--- config.mk ---
export PLATFORM = sky130hd
export DESIGN_NAME = pc_gen_flat
export DESIGN_NICKNAME = d
export VERILOG_FILES = /design/src/rtl/pc_gen_pkg.sv /design/src/rtl/pc_gen_if.sv /design/src/rtl/pc_redirect_arb.sv /design/src/rtl/pc_gen.sv /design/src/flat_wrapper.sv
export SDC_FILE = /design/constraint.sdc
export NUM_CORES = 1
export LEC_CHECK = 0
export ABC_AREA = 1
export CORE_AREA = 3 3 115 90
export CTS_CLUSTER_DIAMETER = 120
export DETAILED_ROUTE_END_ITERATION = 8
export DIE_AREA = 0 0 118 93
export HOLD_SLACK_MARGIN = 0.03
export PLACE_DENSITY = 0.9
export SYNTH_ARGS = -nofsm -noshare
export SYNTH_HDL_FRONTEND = slang
export SYNTH_SLANG_ARGS = --single-unit
--- constraint.sdc ---
create_clock -name clk -period 5.3 [get_ports clk]
set_input_delay 0.53 -clock clk [delete_from_list [all_inputs] [get_ports clk]]
set_output_delay 0.53 -clock clk [all_outputs]
set_load 0.01 [all_outputs]
--- src/rtl/pc_gen_pkg.sv ---
// Shared constants for the PC generator: FSM encodings, hold level, reset address, step sizes.
// No logic here and so no latency or backpressure of its own.
package pc_gen_pkg;

  typedef enum logic [1:0] {
    PC_ST_RESET = 2'd0,
    PC_ST_RUN   = 2'd1,
    PC_ST_HALT  = 2'd2
  } pc_state_t;

  localparam int          HOLD_PC       = 1;
  localparam logic [31:0] PC_RESET_ADDR = 32'h0;
  localparam int          PC_STEP_C     = 2;
  localparam int          PC_STEP_W     = 4;

endpackage

--- src/rtl/pc_gen_if.sv ---
// Instruction-fetch request channel between the PC generator and the fetch bus master.
// Plain wires; a raised req waits on gnt, with no latency added here.
interface pc_gen_if #(
  parameter int ADDR_W = 32
);
  logic              if_req_o;
  logic              if_gnt_i;
  logic [ADDR_W-1:0] if_addr_o;

  modport master (output if_req_o, output if_addr_o, input if_gnt_i);
  modport slave  (input if_req_o, input if_addr_o, output if_gnt_i);
endinterface

--- src/rtl/pc_redirect_arb.sv ---
// Picks one aligned redirect target per cycle (jtag > trap > jump).
// Purely combinational; it has no backpressure.
module pc_redirect_arb
  import pc_gen_pkg::*;
#(
  parameter int ADDR_W = 32,
  parameter bit C_EXT  = 1'b1
) (
  input  logic              jtag_flag,
  input  logic [ADDR_W-1:0] jtag_addr,
  input  logic              trap_flag,
  input  logic [ADDR_W-1:0] trap_addr,
  input  logic              jump_flag,
  input  logic [ADDR_W-1:0] jump_addr,
  output logic              redirect_valid,
  output logic [ADDR_W-1:0] target
);

  always_comb begin
    redirect_valid = jtag_flag | trap_flag | jump_flag;
    if (jtag_flag)      target = jtag_addr;
    else if (trap_flag) target = trap_addr;
    else                target = jump_addr;
    target[0] = 1'b0;
    if (!C_EXT) target[1] = 1'b0;
  end

endmodule

--- src/rtl/pc_gen.sv ---
// Program-counter generator: runs the RESET/RUN/HALT FSM and drives the fetch address over req/gnt.
// Redirects apply one edge later; a redirect that arrives during a stalled fetch is parked until gnt.
module pc_gen
  import pc_gen_pkg::*;
#(
  parameter int          ADDR_W        = 32,
  parameter logic [31:0] RESET_ADDR    = PC_RESET_ADDR,
  parameter int          HOLD_W        = 3,
  parameter int          HOLD_PC_LEVEL = HOLD_PC,
  parameter bit          C_EXT         = 1'b1
) (
  input  logic              clk,
  input  logic              rst,
  input  logic              jtag_reset_flag_i,
  input  logic              trap_flag_i,
  input  logic [ADDR_W-1:0] trap_addr_i,
  input  logic              jump_flag_i,
  input  logic [ADDR_W-1:0] jump_addr_i,
  input  logic [HOLD_W-1:0] hold_flag_i,
  input  logic              compressed_i,
  input  logic              halt_req_i,
  input  logic              resume_i,
  pc_gen_if.master          fetch,
  output logic [ADDR_W-1:0] pc_o,
  output logic              halted_o
);

  localparam logic [ADDR_W-1:0] RST_PC   = RESET_ADDR[ADDR_W-1:0];
  localparam logic [HOLD_W-1:0] HOLD_LVL = HOLD_W'(HOLD_PC_LEVEL);

  pc_state_t         state_q, state_d;
  logic [ADDR_W-1:0] pc_q, pend_addr_q, target, step;
  logic              waiting_q, pend_valid_q, halted_q;
  logic              redirect_valid, req, gnt, fire, rst_all;

  assign rst_all = rst | jtag_reset_flag_i;
  assign gnt     = fetch.if_gnt_i;
  assign fire    = req & gnt;
  assign step    = (C_EXT && compressed_i) ? ADDR_W'(PC_STEP_C) : ADDR_W'(PC_STEP_W);

  pc_redirect_arb #(.ADDR_W(ADDR_W), .C_EXT(C_EXT)) u_arb (
    .jtag_flag      (jtag_reset_flag_i),
    .jtag_addr      (RST_PC),
    .trap_flag      (trap_flag_i),
    .trap_addr      (trap_addr_i),
    .jump_flag      (jump_flag_i),
    .jump_addr      (jump_addr_i),
    .redirect_valid (redirect_valid),
    .target         (target)
  );

  always_ff @(posedge clk) begin
    if (rst_all) state_q <= PC_ST_RESET;
    else         state_q <= state_d;
  end

  // Halt only once no fetch would be left stranded without a grant.
  always_comb begin
    state_d = state_q;
    case (state_q)
      PC_ST_RESET: state_d = PC_ST_RUN;
      PC_ST_RUN:   if (halt_req_i && !(req && !gnt)) state_d = PC_ST_HALT;
      PC_ST_HALT:  if (resume_i) state_d = PC_ST_RUN;
      default:     state_d = PC_ST_RESET;
    endcase
  end

  always_comb begin
    req = (state_q == PC_ST_RUN) && (waiting_q || (hold_flag_i < HOLD_LVL));
  end

  always_ff @(posedge clk) begin
    if (rst_all) begin
      pc_q         <= RST_PC;
      pend_addr_q  <= RST_PC;
      waiting_q    <= 1'b0;
      pend_valid_q <= 1'b0;
      halted_q     <= 1'b0;
    end else begin
      waiting_q <= req & ~gnt;
      halted_q  <= (state_d == PC_ST_HALT);
      if (redirect_valid && waiting_q && !gnt) begin
        pend_addr_q  <= target;
        pend_valid_q <= 1'b1;
      end else if (redirect_valid) begin
        pc_q         <= target;
        pend_valid_q <= 1'b0;
      end else if (fire && pend_valid_q) begin
        pc_q         <= pend_addr_q;
        pend_valid_q <= 1'b0;
      end else if (fire) begin
        pc_q <= pc_q + step;
      end
    end
  end

  assign fetch.if_req_o  = req;
  assign fetch.if_addr_o = pc_q;
  assign pc_o            = pc_q;
  assign halted_o        = halted_q;

endmodule

--- src/flat_wrapper.sv ---
// flat-port wrapper written by rule: the top's interface ports become plain ports
module pc_gen_flat import pc_gen_pkg::*;
#(
  parameter int          ADDR_W        = 32,
  parameter logic [31:0] RESET_ADDR    = PC_RESET_ADDR,
  parameter int          HOLD_W        = 3,
  parameter int          HOLD_PC_LEVEL = HOLD_PC,
  parameter bit          C_EXT         = 1'b1
)
  (clk, rst, jtag_reset_flag_i, trap_flag_i, trap_addr_i, jump_flag_i, jump_addr_i, hold_flag_i, compressed_i, halt_req_i, resume_i, pc_o, halted_o, fetch_if_req_o, fetch_if_addr_o, fetch_if_gnt_i);
  pc_gen_if #(.ADDR_W(ADDR_W)) fetch_i ();
  input  logic clk;
  input  logic rst;
  input  logic jtag_reset_flag_i;
  input  logic trap_flag_i;
  input  logic [ADDR_W-1:0] trap_addr_i;
  input  logic jump_flag_i;
  input  logic [ADDR_W-1:0] jump_addr_i;
  input  logic [HOLD_W-1:0] hold_flag_i;
  input  logic compressed_i;
  input  logic halt_req_i;
  input  logic resume_i;
  output logic [ADDR_W-1:0] pc_o;
  output logic halted_o;
  output wire logic [$bits(fetch_i.if_req_o)-1:0] fetch_if_req_o;
  output wire logic [$bits(fetch_i.if_addr_o)-1:0] fetch_if_addr_o;
  input wire logic [$bits(fetch_i.if_gnt_i)-1:0] fetch_if_gnt_i;
  assign fetch_if_req_o = fetch_i.if_req_o;
  assign fetch_if_addr_o = fetch_i.if_addr_o;
  assign fetch_i.if_gnt_i = fetch_if_gnt_i;
  pc_gen #(.ADDR_W(ADDR_W), .RESET_ADDR(RESET_ADDR), .HOLD_W(HOLD_W), .HOLD_PC_LEVEL(HOLD_PC_LEVEL), .C_EXT(C_EXT)) u_core (.clk(clk), .rst(rst), .jtag_reset_flag_i(jtag_reset_flag_i), .trap_flag_i(trap_flag_i), .trap_addr_i(trap_addr_i), .jump_flag_i(jump_flag_i), .jump_addr_i(jump_addr_i), .hold_flag_i(hold_flag_i), .compressed_i(compressed_i), .halt_req_i(halt_req_i), .resume_i(resume_i), .fetch(fetch_i), .pc_o(pc_o), .halted_o(halted_o));
endmodule
# Word-level counts from Yosys, hierarchy flattened
# Index checks and enable logic that the tools add are counted.
# classes
n_addsub	1
order_cmp	1
n_eq_ne	3
muxes	12
n_bitwise	7
n_reduce_logical	13
# ops
operator	count
$mux W32	5
$add A32 B32 Y32	1
$logic_and A1 B1 Y1	6
$pmux W2 S3	1
$reduce_bool A3 Y1	2
$eq A2 B2 Y1 const B	2
$mux W2	2
$lt A3 B1 Y1 const B	1
$mux W1	3
$mux W3	1
$or A1 B1 Y1	3
$and A1 B1 Y1	2
$eq A2 B1 Y1 const B	1
$logic_not A1 Y1	2
$logic_not A2 Y1	1
$not A1 Y1	2
$reduce_and A2 Y1	1
$logic_or A1 B1 Y1	1
# totals
reg_bits	68
out_inout_bits	66
wordCells	43

# Depth between registers and ports, before layout
# depth
ltp_word	9
depth_mapped	11
ltp_nobuf	11

# Hierarchy
# A second synthesis with hierarchy kept.
# hier_totals
hier_cells	901
hier_area_um2	5387.7
# modules_own_cells
mod	instances	cells_per_inst	area_per_inst_um2
pc_gen	1	665	4287.9
pc_redirect_arb	1	236	1099.8

# Worst setup path after synthesis
# No wires, ideal clock.
# synth_timing
path_type	input to register
startpoint	input compressed_i
endpoint	register u_core.pc_q[29] (netlist: u_core.fetch.if_addr_o[29])
arrival_time_ns	1.814
required_ns	5.183
slack_ns	3.370
path_stages	11
path_buffers	0
path_cell_list	ha_1 inv_1 fa_1 nor2_2 inv_1 nor2_1 nand2_1 nand2_1 nand3_1 nand2_1 a21oi_1
# synth_between
elab_chain_len	5
# synth_rtl
element	line_no	rtl
start: declaration	flat_wrapper.sv:20	input logic compressed_i;
$mux W3	pc_gen.sv:39	assign step = (C_EXT && compressed_i) ? ADDR_W'(PC_STEP_C) : ADDR_W'(PC_STEP_W);
$add A32 B32 Y32	pc_gen.sv:92	pc_q <= pc_q + step;
$mux W32	pc_gen.sv:91	end else if (fire) begin
$mux W32	pc_gen.sv:88	end else if (fire && pend_valid_q) begin
$mux W32	pc_gen.sv:85	end else if (redirect_valid) begin
end signal: assignment	pc_gen.sv:86	pc_q <= target;
end signal: assignment	pc_gen.sv:89	pc_q <= pend_addr_q;
end signal: assignment	pc_gen.sv:92	
end: declaration	pc_gen.sv:32	logic [ADDR_W-1:0] pc_q, pend_addr_q, target, step;
# Every way passes these cells. The select of a mux whose other input is x is not followed.
# A chain may end at the register's enable or synchronous reset.

# Worst setup path in the final report
# layout_timing
startpoint	input jtag_reset_flag_i
endpoint	register u_core.pend_addr_q[25]
# layout_between
elab_chain_len	4
# layout_rtl
element	line_no	rtl
start: declaration	flat_wrapper.sv:14	input logic jtag_reset_flag_i;
$or A1 B1 Y1 (2 in series)	pc_redirect_arb.sv:20	redirect_valid = jtag_flag | trap_flag | jump_flag;
$logic_and A1 B1 Y1 (2 in series)	pc_gen.sv:82	if (redirect_valid && waiting_q && !gnt) begin
end signal: assignment	pc_gen.sv:83	pend_addr_q <= target;
end: declaration	pc_gen.sv:32	
# Parallel ways exist; a longest one is shown, timed or not.

==> impl_metrics.ini <==
[worst_setup_path]
path_cells = clkdlybuf4s50_1 > buf_4 > inv_2 > nand2_2 > nand3_2 > inv_2 > o21ai_0 > a21oi_1
critPathKind = input pin to flop
crit_top_cell = inv_2
cp_top_family = buffers and inverters
critPathSlowestCell = inv_2
crit_cells = 8
critPathCaptureType = flop
crit_buf_inv = 4
rr_worst_depth = 11
slowest_delay_ns = 0.80
cp.required_ns = 5.56
cp_max_fo = 50
crit_arrival_ns = 3.79
critPathLaunchType = input pin

[sta]
relSlewSlack_pct = 42.7
fin_crit_sh_pct = 66.7
hold_viol_final = 0
setup_viol = 0
tightest_slew_ns = 0.858
final_max_slew_viol_count = 0
layout_min_cycle_time_ns = 3.53
fin_skew_ns = 0.00809
fin_tns_setup_ns = 0
fmax_mhz = 283
rsz0062_at_grt = no

[routing]
routed_via_density = 5.38
drc = 0
vias = 5660
wl_per_cell_um = 14.0
dr.pass1.iters = 6
wl_mm = 14.8
drtIter0Drc = 533
postRouteAntennaNets = 0

[clocking]
numCtsBuffers = 9
clock_latency_ns = 0.34
cts_tree = built
clockBufferDepth = 2
clkTransAtPathRegs_ns = 0.06
cts_root_buf = clkbuf_16
cts_hold_buf = 0
postCtsSetupBuffers = 0
ctsResizeCount = 0
clock_sinks = 67
ctsHtreeMaxLevel = 3

[die]
die_x_um = 118
die_area_um2 = 11000
die_h_um = 93
ios = 142
initial_core_util_pct = 50.9
coreArea_um2 = 9430
row_count = 31

[global_routing]
overflow = 0
grt_pass1_vias = 5088
grt_usage_pct = 26.8
antenna_found_initial = 0
grt_start_max_net_pins = 63
grt_first_pass_wirelength_mm = 24.2

[synth]
ys.warnings.count = 0
ys_ff_latch = 67
seq_area_frac_synth_pct = 27.9
synth_top_area_cell = dfxtp_1
netlist_instances = 839
synth_top_area_share_pct = 27.9
ys_types = 29
syn_area_um2 = 4800
synth_area_leaders = dfxtp_1 (28%), nor2_1 (19%), nand2_1 (15%)
avgSynthCellArea_um2 = 5.72

[pwr]
power_switching_mw = 0.366
leakage_nw = 2.43
clock_power_share_pct = 47.6
pwr-share-comb_pct = 16.2
p_per_area_nw_per_um2 = 236
p_seq_share_pct = 36.2
p_total_mw = 1.47
p_int_mw = 1.11
p_sw_share_pct = 24.8
vdd_drop_max_mv = 0.140

[placed_design]
port_buffers = 137
dpl.hpwl_mm = 10.5
gp_congestion = 0.951

[outcome]
status = finished clean

[layout]
n_antenna_cell = 0
final_common_cell = nor2_1
fin_nets = 995
drive_above_1_share_pct = 3.91
syn2layout_area_growth_pct = 30.4
most-common-layout-cells = nor2_1 (238), nand2_1 (191), clkdlybuf4s50_1 (137)

[job]
drv_cap = 0

[hold_path]
min_path_cells = 1
hold_class = flop to flop
## through the flow
| step | setup slack [ns] | hold slack (ns) | util, % | instance area (um2) | std cells |
|---|---|---|---|---|---|
| floorplan | 3.37 | 0.451 | - | 4800 | 840 |
| global placement | 1.63 | 0.465 | 62.7 | 5910 | 1037 |
| detailed placement | 1.55 | 0.475 | 62.7 | 5910 | 1037 |
| CTS | 1.84 | 0.477 | 66.4 | 6260 | 1053 |
| global route | 1.53 | 0.496 | 66.4 | 6260 | 1053 |
| finish | 1.77 | 0.474 | 66.4 | 6260 | 1053 |
## power by group through the flow
stage	sequential, mW	combinational, mW	clock [mW]
after floorplan	0.542	0.131	0
after global placement	0.544	0.233	0
after detailed placement	0.544	0.236	0
after CTS	0.533	0.238	0.700
after global routing	0.535	0.263	0.729
final	0.534	0.239	0.702
## state kept, by name, indices dropped and copies added, names as in the netlist
register / count
u_core.fetch.if_addr_o: 31
u_core.pend_addr_q: 31
u_core.state_q: 2
u_core.halted_o: 1
u_core.pend_valid_q: 1
u_core.waiting_q: 1
## synthesized netlist by cell type, drive strengths merged
cell type / n
clkbuf: 13
xor2: 1
buf: 63
fa: 1
nand3: 45
inv: 58
conb: 1
a21oi: 55
nand4: 2
o211ai: 2
a21boi: 1
ha: 2
nor2: 243
o21ai: 63
dfxtp: 67
nor3: 14
nor4: 13
nand2: 195
## metal layers
metal,track usage (%),part of all wire (%),vias up,wire length (um)
li1,-,-,2785,-
met3,5.38,9.7,54,1430
met2,43.6,44,317,6450
met4,11.4,4.1,0,607
met5,0,0,-,0
met1,34.8,43,2504,6310
## path summary, 6_finish.rpt
check,start,endpoint,slack [ns]
max reg2reg,u_core.fetch.if_addr_o[1]$_SDFFE_PP0P_,u_core.fetch.if_addr_o[29]$_SDFFE_PP0P_,3.03
max,jtag_reset_flag_i,u_core.pend_addr_q[25]$_SDFFE_PP0P_,1.77
min reg2reg,u_core.state_q[0]$_SDFF_PP0_,u_core.state_q[1]$_SDFF_PP0_,0.47
min,u_core.state_q[0]$_SDFF_PP0_,u_core.state_q[1]$_SDFF_PP0_,0.47
## worst register-to-register path: cells and delay by family (launching register included)
family | cells | cell delay [ns]
buffers and inverters | 2 | 0.14
DFF | 1 | 0.39
adders and majority gates | 2 | 0.67
and+or+nand+nor | 6 | 0.90
AOI/OAI and AO/OA | 1 | 0.06
## kinds of logic after synthesis
| kind of cell | count (synthesis) | share of synthesized area [%] |
|---|---|---|
| compound gates | 121 | 13.0 |
| xor+xnor | 1 | 0.183 |
| fa+ha+maj | 3 | 0.938 |
| buf+inv | 134 | 14.3 |
| flops | 67 | 27.9 |
| other cells | 1 | 0.0781 |
| simple gates | 512 | 43.5 |
## area by class of cell
type	instances	area [um2]
Clock inverter	6	113
Timing Repair Buffer	141	1400
Inverter	58	218
Tap cell	132	165
Multi-Input combinational cell	639	2780
Fill cell	846	3170
Sequential cell	67	1340
Clock buffer	10	239
No activity file was read; power rests on OpenSTA's default activity.
